[config.mk]
export PLATFORM = sky130hd
export DESIGN_NAME = seg7_scan_display
export DESIGN_NICKNAME = d
export VERILOG_FILES = /design/src/rtl/seg7_pkg.sv /design/src/rtl/bin2bcd_seq.sv /design/src/rtl/seg7_scan_display.sv
export SDC_FILE = /design/constraint.sdc
export NUM_CORES = 1
export LEC_CHECK = 0
export CAP_MARGIN = 0
export CORE_MARGIN = 5
export CORE_UTILIZATION = 45
export DETAILED_ROUTE_END_ITERATION = 6
export PLACE_DENSITY = 0.62
export SLEW_MARGIN = 0
export SYNTH_ARGS = -nofsm -noshare
export SYNTH_HDL_FRONTEND = slang
export SYNTH_SLANG_ARGS = --single-unit
export TNS_END_PERCENT = 30
[constraint.sdc]
create_clock -name clk -period 1.9 [get_ports clk]
set_input_delay 0.475 -clock clk [delete_from_list [all_inputs] [get_ports clk]]
set_output_delay 0.475 -clock clk [all_outputs]
set_load 0.01 [all_outputs]
[src/rtl/seg7_pkg.sv]
// Shared constants for the multiplexed 7-segment display path: segment patterns,
// the digit decoder and the converter state encoding.
package seg7_pkg;

    localparam logic [6:0] SEG_BLANK = 7'h7F;
    localparam logic [6:0] SEG_DASH  = 7'b0111111;

    // Active-low patterns, bit order {g,f,e,d,c,b,a}
    localparam logic [6:0] SEG_DIGIT [0:9] = '{
        7'b1000000, 7'b1111001, 7'b0100100, 7'b0110000, 7'b0011001,
        7'b0010010, 7'b0000010, 7'b1111000, 7'b0000000, 7'b0010000
    };

    typedef enum logic [1:0] {
        CAPTURE = 2'd0,
        SHIFT   = 2'd1,
        LOAD    = 2'd2
    } conv_state_t;

    function automatic logic [6:0] seg_decode(input logic [3:0] nib);
        logic [6:0] s;
        case (nib)
            4'd0:    s = SEG_DIGIT[0];
            4'd1:    s = SEG_DIGIT[1];
            4'd2:    s = SEG_DIGIT[2];
            4'd3:    s = SEG_DIGIT[3];
            4'd4:    s = SEG_DIGIT[4];
            4'd5:    s = SEG_DIGIT[5];
            4'd6:    s = SEG_DIGIT[6];
            4'd7:    s = SEG_DIGIT[7];
            4'd8:    s = SEG_DIGIT[8];
            4'd9:    s = SEG_DIGIT[9];
            default: s = SEG_BLANK;
        endcase
        return s;
    endfunction

    function automatic logic [63:0] pow10(input int n);
        logic [63:0] p;
        p = 64'd1;
        for (int i = 0; i < n; i++) begin
            p = p * 64'd10;
        end
        return p;
    endfunction

endpackage

[src/rtl/bin2bcd_seq.sv]
// Sequential shift-add-3 binary-to-BCD converter. Runs back-to-back conversions,
// one every VW+2 cycles, and pulses upd when a finished result is presented.
module bin2bcd_seq
    import seg7_pkg::*;
#(
    parameter int VW     = 14,
    parameter int DIGITS = 4
) (
    input  logic                clk,
    input  logic                rst,
    input  logic [VW-1:0]       value,
    output logic [4*DIGITS-1:0] bcd,
    output logic                ovf,
    output logic                upd
);

    localparam int              BW    = 4 * DIGITS;
    localparam int              CW    = $clog2(VW + 1);
    localparam logic [63:0]     LIMIT = pow10(DIGITS);
    localparam logic [CW-1:0]   LAST  = CW'(VW - 1);

    conv_state_t   state_r;
    logic [VW-1:0] bin_r;
    logic [BW-1:0] acc_r;
    logic          ovf_r;
    logic [CW-1:0] cnt_r;
    logic          upd_r;
    logic [BW-1:0] adj_s;

    // Add-3 correction on every nibble that would overflow a decimal digit when doubled
    always_comb begin
        adj_s = acc_r;
        for (int d = 0; d < DIGITS; d++) begin
            if (acc_r[4*d +: 4] >= 4'd5) begin
                adj_s[4*d +: 4] = acc_r[4*d +: 4] + 4'd3;
            end else begin
                adj_s[4*d +: 4] = acc_r[4*d +: 4];
            end
        end
    end

    // Converter FSM: capture the input, shift VW times, then present the result
    always_ff @(posedge clk) begin
        if (rst) begin
            state_r <= CAPTURE;
            bin_r   <= '0;
            acc_r   <= '0;
            ovf_r   <= 1'b0;
            cnt_r   <= '0;
            upd_r   <= 1'b0;
        end else begin
            case (state_r)
                CAPTURE: begin
                    bin_r   <= value;
                    acc_r   <= '0;
                    ovf_r   <= (64'(value) >= LIMIT);
                    cnt_r   <= '0;
                    upd_r   <= 1'b0;
                    state_r <= SHIFT;
                end
                SHIFT: begin
                    acc_r <= {adj_s[BW-2:0], bin_r[VW-1]};
                    bin_r <= {bin_r[VW-2:0], 1'b0};
                    if (cnt_r == LAST) begin
                        upd_r   <= 1'b1;
                        state_r <= LOAD;
                    end else begin
                        cnt_r   <= cnt_r + 1'b1;
                        upd_r   <= 1'b0;
                    end
                end
                LOAD: begin
                    upd_r   <= 1'b0;
                    state_r <= CAPTURE;
                end
                default: begin
                    upd_r   <= 1'b0;
                    state_r <= CAPTURE;
                end
            endcase
        end
    end

    assign bcd = acc_r;
    assign ovf = ovf_r;
    assign upd = upd_r;

endmodule

[src/rtl/seg7_scan_display.sv]
// Multiplexed active-low 7-segment display driven from a binary value: BCD conversion,
// digit scanning, leading-zero blanking and overflow dashes.
module seg7_scan_display
    import seg7_pkg::*;
#(
    parameter int VW       = 14,
    parameter int DIGITS   = 4,
    parameter int SCAN_DIV = 50000,
    parameter int BLANK    = 1
) (
    input  logic              clk,
    input  logic              rst,
    input  logic [VW-1:0]     value,
    output logic [DIGITS-1:0] an,
    output logic [6:0]        seg,
    output logic              upd
);

    localparam int                PW       = (SCAN_DIV > 1) ? $clog2(SCAN_DIV) : 1;
    localparam int                IW       = (DIGITS > 1) ? $clog2(DIGITS) : 1;
    localparam logic [PW-1:0]     PRE_LAST = PW'(SCAN_DIV - 1);
    localparam logic [IW-1:0]     IDX_LAST = IW'(DIGITS - 1);
    localparam logic [DIGITS-1:0] AN_ONE   = DIGITS'(1'b1);

    logic [4*DIGITS-1:0] bcd_s;
    logic                ovf_s;
    logic                upd_s;
    logic [PW-1:0]       presc_r;
    logic [IW-1:0]       idx_r;
    logic [4*DIGITS-1:0] disp_r;
    logic                disp_ovf_r;
    logic [DIGITS-1:0]   an_r;
    logic [6:0]          seg_r;
    logic [DIGITS-1:0]   lead_zero_s;
    logic                zrun_s;
    logic [3:0]          nib_s;
    logic [6:0]          seg_s;

    bin2bcd_seq #(
        .VW     (VW),
        .DIGITS (DIGITS)
    ) u_conv (
        .clk   (clk),
        .rst   (rst),
        .value (value),
        .bcd   (bcd_s),
        .ovf   (ovf_s),
        .upd   (upd_s)
    );

    // Scan timebase: dwell SCAN_DIV cycles per digit, then move to the next digit
    always_ff @(posedge clk) begin
        if (rst) begin
            presc_r <= '0;
            idx_r   <= '0;
        end else if (presc_r == PRE_LAST) begin
            presc_r <= '0;
            idx_r   <= (idx_r == IDX_LAST) ? '0 : idx_r + 1'b1;
        end else begin
            presc_r <= presc_r + 1'b1;
        end
    end

    // Display register only takes complete conversion results
    always_ff @(posedge clk) begin
        if (rst) begin
            disp_r     <= '0;
            disp_ovf_r <= 1'b0;
        end else if (upd_s) begin
            disp_r     <= bcd_s;
            disp_ovf_r <= ovf_s;
        end else begin
            disp_r     <= disp_r;
            disp_ovf_r <= disp_ovf_r;
        end
    end

    // lead_zero_s[k]: digit k and every digit above it are zero
    always_comb begin
        zrun_s      = 1'b1;
        lead_zero_s = '0;
        for (int k = DIGITS - 1; k >= 0; k--) begin
            zrun_s         = zrun_s & (disp_r[4*k +: 4] == 4'd0);
            lead_zero_s[k] = zrun_s;
        end
    end

    // Segment pattern for the digit currently selected
    always_comb begin
        nib_s = 4'(disp_r >> {idx_r, 2'b00});
        if (disp_ovf_r) begin
            seg_s = SEG_DASH;
        end else if ((BLANK != 0) && (idx_r != '0) && lead_zero_s[idx_r]) begin
            seg_s = SEG_BLANK;
        end else begin
            seg_s = seg_decode(nib_s);
        end
    end

    // Registered pin drivers
    always_ff @(posedge clk) begin
        if (rst) begin
            an_r  <= '1;
            seg_r <= SEG_BLANK;
        end else begin
            an_r  <= ~(AN_ONE << idx_r);
            seg_r <= seg_s;
        end
    end

    assign an  = an_r;
    assign seg = seg_r;
    assign upd = upd_s;

endmodule

==> metrics.yaml, run 1 <==
maxCapViolCount: 0
pin_count: 28
fillCellCount: 830
initial_core_util_pct: 45.62
grt_antenna_before_repair: 0
areaGrowthSynthToFinish_pct: 15.74
cp_max_fo: 4
yosys.area_share.simple_pct: 19.02
synth_edf_count: 0
seq_area_frac_synth_pct: 42.90
synthFlopType: "dfxtp_1"
clockBufferDepth: 2
core_um2: 8593
syn-num-nets: 472
yosysTopAreaCell: "dfxtp_1"
slowest_delay_ns: 0.55
maxSlewViolCount: 0
maxSlewHeadroom_pct: 63.82
drtIter0Drc: 80
io_buffers: 27
place_congestion: 0.7641
ys_ff_latch: 84
worstPathRequired_ns: 2.09
worst_pin_slew_ns: 0.5386
hp-class: "in -> reg"
period_share_pct: 95.10
synth_top_area_share_pct: 42.90
yosysWarnings: 0
synthTopCellsByArea: "dfxtp_1 43%, mux2i_1 8.7%, nor2_1 8.0%, ha_1 6.4%, a21oi_1 4.1%"
syn_inst: 436
crit_family: "multiplexers"
cts-root-buf: "clkbuf_8"
p_leak_nw: 1.770
async_flop_share_pct: 0
p_per_area_nw_per_um2: 711.1
grt_pass1_vias: 2836
row_count: 34
synth_compound_area_share_pct: 10.44
cp-end-kind: "register"
cts_buffers: 9
htree_num_levels: 3
antenna_cells: 0
fp.dieArea_um2: 10680
place_area_um2: 4350
ant_nets: 0
cts_hold_buf: 0
tritoncts: "done"
drc_errors: 0
worstSkewPairLatency_ns: 0.34
cp.arrival_ns: 2.00
hold_viol: 0
max-vdd-ir-drop_uv: 356.5
layout.nets: 507
path_class: "reg -> reg"
drtPass1Iterations: 4
critPathBufInv: 0
cts.clk_slew.worst_paths_ns: 0.08
drive_gt1_share_pct: 9.514
seqCellArea_um2: 1683
path_cells: "mux4_2, ha_1, or2_2, a21oi_1, o21ai_0"
grt_max_degree: 57
viasPerCell: 5.251
finalCriticalPeriod_ns: 1.807
netlist_area_um2: 3920
die_w_um: 103.3
wirelength_um: 7452
chipHeight_um: 103.3
dp_hpwl_um: 5212
synthMuxAreaShare_pct: 11.65
avgRoutedWirePerCell_um: 12.83
crit_path_top_delay_cell: "mux4_2"
fin_skew_ns: 0.01340
start_kind: "register"
mostFrequentLayoutCell: "nor2_1"
globalRouteOverflowTotal: 0
vias: 3051
synth-xor-area-share_pct: 4.692
grt_first_pass_wirelength_um: 12700
design_area_um2: 4537
setup_viol: 0
outcome: "finished clean"
max_freq_mhz: 553.4
synth.avg_cell_area_um2: 8.991
multi_input_area_um2: 2042
synth_fa_ha_area_share_pct: 6.384
totalPowerFinal_mw: 3.226
yosysUniqueCellTypes: 42
final_cell_mix: "84 x nor2_1, 83 x dfxtp_1, 34 x mux2i_1, 32 x a21oi_1, 26 x clkdlybuf4s50_1"
cts.sinks: 84
synth_top_family_by_area: "simple AND/OR/NAND/NOR gates"
grt_usage_pct: 14.91
==> power by group <==
part           leakage (nW)  total [mW]  internal [mW]  switching [mW]
Sequential            0.684        1.81           1.79          0.0193
Clock                0.0939        1.22          0.618           0.598
Combinational         0.992       0.196          0.101          0.0956
Total                  1.77        3.23           2.51           0.712
==> metal layers <==
layer | vias up | track usage [%] | part of all wire (%)
met5 | - | 0 | 0
met4 | 0 | 5.976 | 1.3
met3 | 11 | 2.750 | 2.5
met2 | 37 | 24.72 | 47
met1 | 1439 | 19.20 | 49
li1 | 1564 | - | -
==> final timing paths <==
path	startpoint	endpoint	slack (ns)	cells past startpoint
max	idx_r[0]$_SDFFE_PP0P_	seg[5]$_SDFF_PP1_	0.09	5
min	rst	idx_r[0]$_SDFFE_PP0P_	0.43	2
max reg2reg	idx_r[0]$_SDFFE_PP0P_	seg[5]$_SDFF_PP1_	0.09	5
min reg2reg	u_conv.bin_r[9]$_SDFFE_PP0P_	u_conv.bin_r[9]$_SDFFE_PP0P_	0.49	2
==> sequential cells by signal (all words and copies together), names as in the netlist <==
register        count
an                  4
disp_ovf_r          1
disp_r             16
idx_r               2
presc_r            16
seg                 7
u_conv.bcd         16
u_conv.bin_r       14
u_conv.cnt_r        4
u_conv.ovf          1
u_conv.state_r      2
u_conv.upd          1
==> cells by family after synthesis <==
family / Yosys count
AO/OA/AOI/OAI: 70
XOR/XNOR: 21
adder cells (fa/ha/maj): 20
buffers and inverters: 41
flip-flops: 84
multiplexers: 41
AND/OR/NAND/NOR: 159
==> metrics by stage <==
stage	hold slack [ns]	TNS, ns	setup WS, ns	utilization [%]	instances
6_report	0.4325	0	0.09309	52.80	581
3_5_place_dp	0.4766	0	0.05614	50.63	567
4_1_cts	0.4183	0	0.04792	52.69	580
3_3_place_gp	0.4709	0	0.07507	50.63	567
5_1_grt	0.4247	-0.001820	-0.001820	52.80	581
2_1_floorplan	0.4261	0	0.05041	-	436
==> synthesized netlist by cell type, types with 5 or more instances <==
| library cell | instances |
|---|---|
| nand3_1 | 11 |
| a211oi_1 | 5 |
| dfxtp_1 | 84 |
| nor4_1 | 6 |
| xor2_1 | 12 |
| nand4_1 | 5 |
| ha_1 | 20 |
| nor3b_1 | 5 |
| mux2i_1 | 34 |
| nor2_1 | 84 |
| a22oi_1 | 8 |
| a21oi_1 | 32 |
| nand2b_1 | 9 |
| o21ai_0 | 17 |
| nand2_1 | 12 |
| inv_1 | 17 |
| and3_1 | 8 |
| nor3_1 | 9 |
| xnor2_1 | 9 |
| clkbuf_1 | 14 |
==> what timing repair did <==
| item | in CTS | in global routing |
|---|---|---|
| setup endpoints to repair | 0 | 1 |
| setup buffers | 0 | 1 |
| resized for setup | 0 | 1 |
==> cell type report <==
cell class | count | share of cell area [%]
Tap cell | 108 | 2.978
Timing Repair Buffer | 48 | 9.597
Clock inverter | 3 | 0.8825
Sequential cell | 84 | 37.09
Inverter | 17 | 1.407
Clock buffer | 10 | 3.034
Multi-Input combinational cell | 311 | 45.01
(Power assumes the default switching activity.)
==> run 2, diff against run 1 <==
Settings changed: CORE_UTILIZATION 45 to 50, PLACE_DENSITY 0.62 to 0.68.
==> metrics.yaml, run 2 (synthesis results as in run 1) <==
start_kind: "register"
r2r-start: "idx_r[0]$_SDFFE_PP0P_"
drive_gt1_share_pct: 8.742  # -0.77 points
hp-class: "in -> reg"
max-vdd-ir-drop_uv: 376.6  # +5.7%
grt_first_pass_wirelength_um: 12940  # +1.9%
vias: 3041  # -0.33%
antenna_cells: 0  # unchanged
period_share_pct: 94.91  # -0.19 points
viasPerCell: 5.326  # +1.4%
cp.arrival_ns: 2.01  # about the same
fp.dieArea_um2: 9711  # -9.1%
layout.nets: 502  # -0.99%
dp_hpwl_um: 5117  # -1.8%
cts_buffers: 9  # unchanged
maxSlewHeadroom_pct: 60.09  # -3.7 points
drtIter0Drc: 152  # +90%
clockBufferDepth: 2  # unchanged
areaGrowthSynthToFinish_pct: 15.26
grt_antenna_before_repair: 0  # unchanged
totalPowerFinal_mw: 3.348  # +3.8%
final_cell_mix: "84 x nor2_1, 82 x dfxtp_1, 34 x mux2i_1, 32 x a21oi_1, 26 x clkdlybuf4s50_1"
die_w_um: 98.55  # -4.6%
mostFrequentLayoutCell: "nor2_1"
grt_pass1_vias: 2892  # +2.0%
cts.clk_slew.worst_paths_ns: 0.08  # about the same
min_from: "rst"
outcome: "finished clean"
finalCriticalPeriod_ns: 1.803  # -0.003583 ns
initial_core_util_pct: 50.99  # +5.4 points
maxCapViolCount: 0  # unchanged
wirelength_um: 7307  # -1.9%
worstPathRequired_ns: 2.10  # about the same
cp-startpoint: "idx_r[0]$_SDFFE_PP0P_"
grt_max_degree: 57  # unchanged
avgRoutedWirePerCell_um: 12.80  # -0.23%
path_class: "reg -> reg"
grt_usage_pct: 15.88  # +0.97 points
fin_skew_ns: 0.007201  # -0.006200 ns
hold_viol: 0  # unchanged
htree_num_levels: 3  # unchanged
cts.sinks: 84  # unchanged
io_buffers: 27  # unchanged
pin_count: 28  # unchanged
chipHeight_um: 98.55  # -4.6%
drc_errors: 0  # unchanged
place_congestion: 0.8110  # +6.1%
cp_max_fo: 5  # +1
core_um2: 7687  # -11%
tritoncts: "done"
ant_nets: 0  # unchanged
max_freq_mhz: 554.5  # +0.20%
cp-end-kind: "register"
drtPass1Iterations: 4  # unchanged
worstSkewPairLatency_ns: 0.34  # about the same
row_count: 32  # -5.9%
p_per_area_nw_per_um2: 741.0  # +4.2%
rsz0062_at_grt: "no"
p_leak_nw: 1.750  # -1.1%
cts-root-buf: "clkbuf_8"
worst_pin_slew_ns: 0.5987  # +0.06012 ns
setup_tns_ns: 0  # unchanged
maxSlewViolCount: 0  # unchanged
globalRouteOverflowTotal: 0  # unchanged
setup_viol: 0  # unchanged
## run 2: final timing paths
path / end / slack, ns / cells past startpoint
worst max-delay path: seg[5]$_SDFF_PP1_ / 0.1 / 5
worst min-delay path: idx_r[0]$_SDFFE_PP0P_ / 0.40 / 2
worst max register to register: seg[5]$_SDFF_PP1_ / 0.1 / 5
worst min register to register: presc_r[0]$_SDFF_PP0_ / 0.43 / 1
## run 2: routing by layer
metal / up-vias / global-route usage, % / share of wire, %
met2: 36 / 26.16 / 48
met5: - / 0 / 0
li1: 1551 / - / -
met1: 1441 / 20.10 / 47
met3: 13 / 2.902 / 2.8
met4: 0 / 7.563 / 2.3
## run 2: stage by stage
| stage | worst slack [ns] | util, % | instance area, µm² | hold slack [ns] | instances |
|---|---|---|---|---|---|
| after floorplan | 0.05041 | - | 3916 | 0.4261 | 436 |
| after global placement | 0.05194 | 55.94 | 4300 | 0.4415 | 557 |
| after detailed placement | 0.04013 | 55.94 | 4300 | 0.4558 | 557 |
| after CTS | 0.02855 | 58.61 | 4506 | 0.3969 | 571 |
| after global routing | 0.003702 | 58.77 | 4518 | 0.4080 | 571 |
| final | 0.09668 | 58.77 | 4518 | 0.3967 | 571 |
## run 2: area by class of cell
cell class,count,area [µm²]
Clock buffer,12,145.1
Timing Repair Buffer,43,389.1
Fill cell,706,3169
Tap cell,102,127.6
Multi-Input combinational cell,311,2048
Sequential cell,84,1684
Clock inverter,2,60.06
Inverter,17,63.81
## run 2: worst max-delay path, cell delays in order (launching register included)
cell	delay (ns)
dfxtp_2	0.38
mux4_2	0.57
ha_1	0.23
or2_2	0.29
a21oi_1	0.12
o21ai_0	0.07
## run 2: power by group
group          total, mW  leakage (nW)  switching, mW  internal, mW
clock network       1.34         0.103          0.577         0.764
logic              0.189         0.964         0.0927        0.0964
registers           1.82         0.684         0.0230          1.80
total               3.35          1.75          0.692          2.66
## run 2: timing repair
| action | CTS | global route |
|---|---|---|
| buffers inserted | 0 | 0 |
| resized for setup | 0 | 4 |
| setup endpoints to repair | 0 | 20 |
| hold buffers | 0 | 0 |
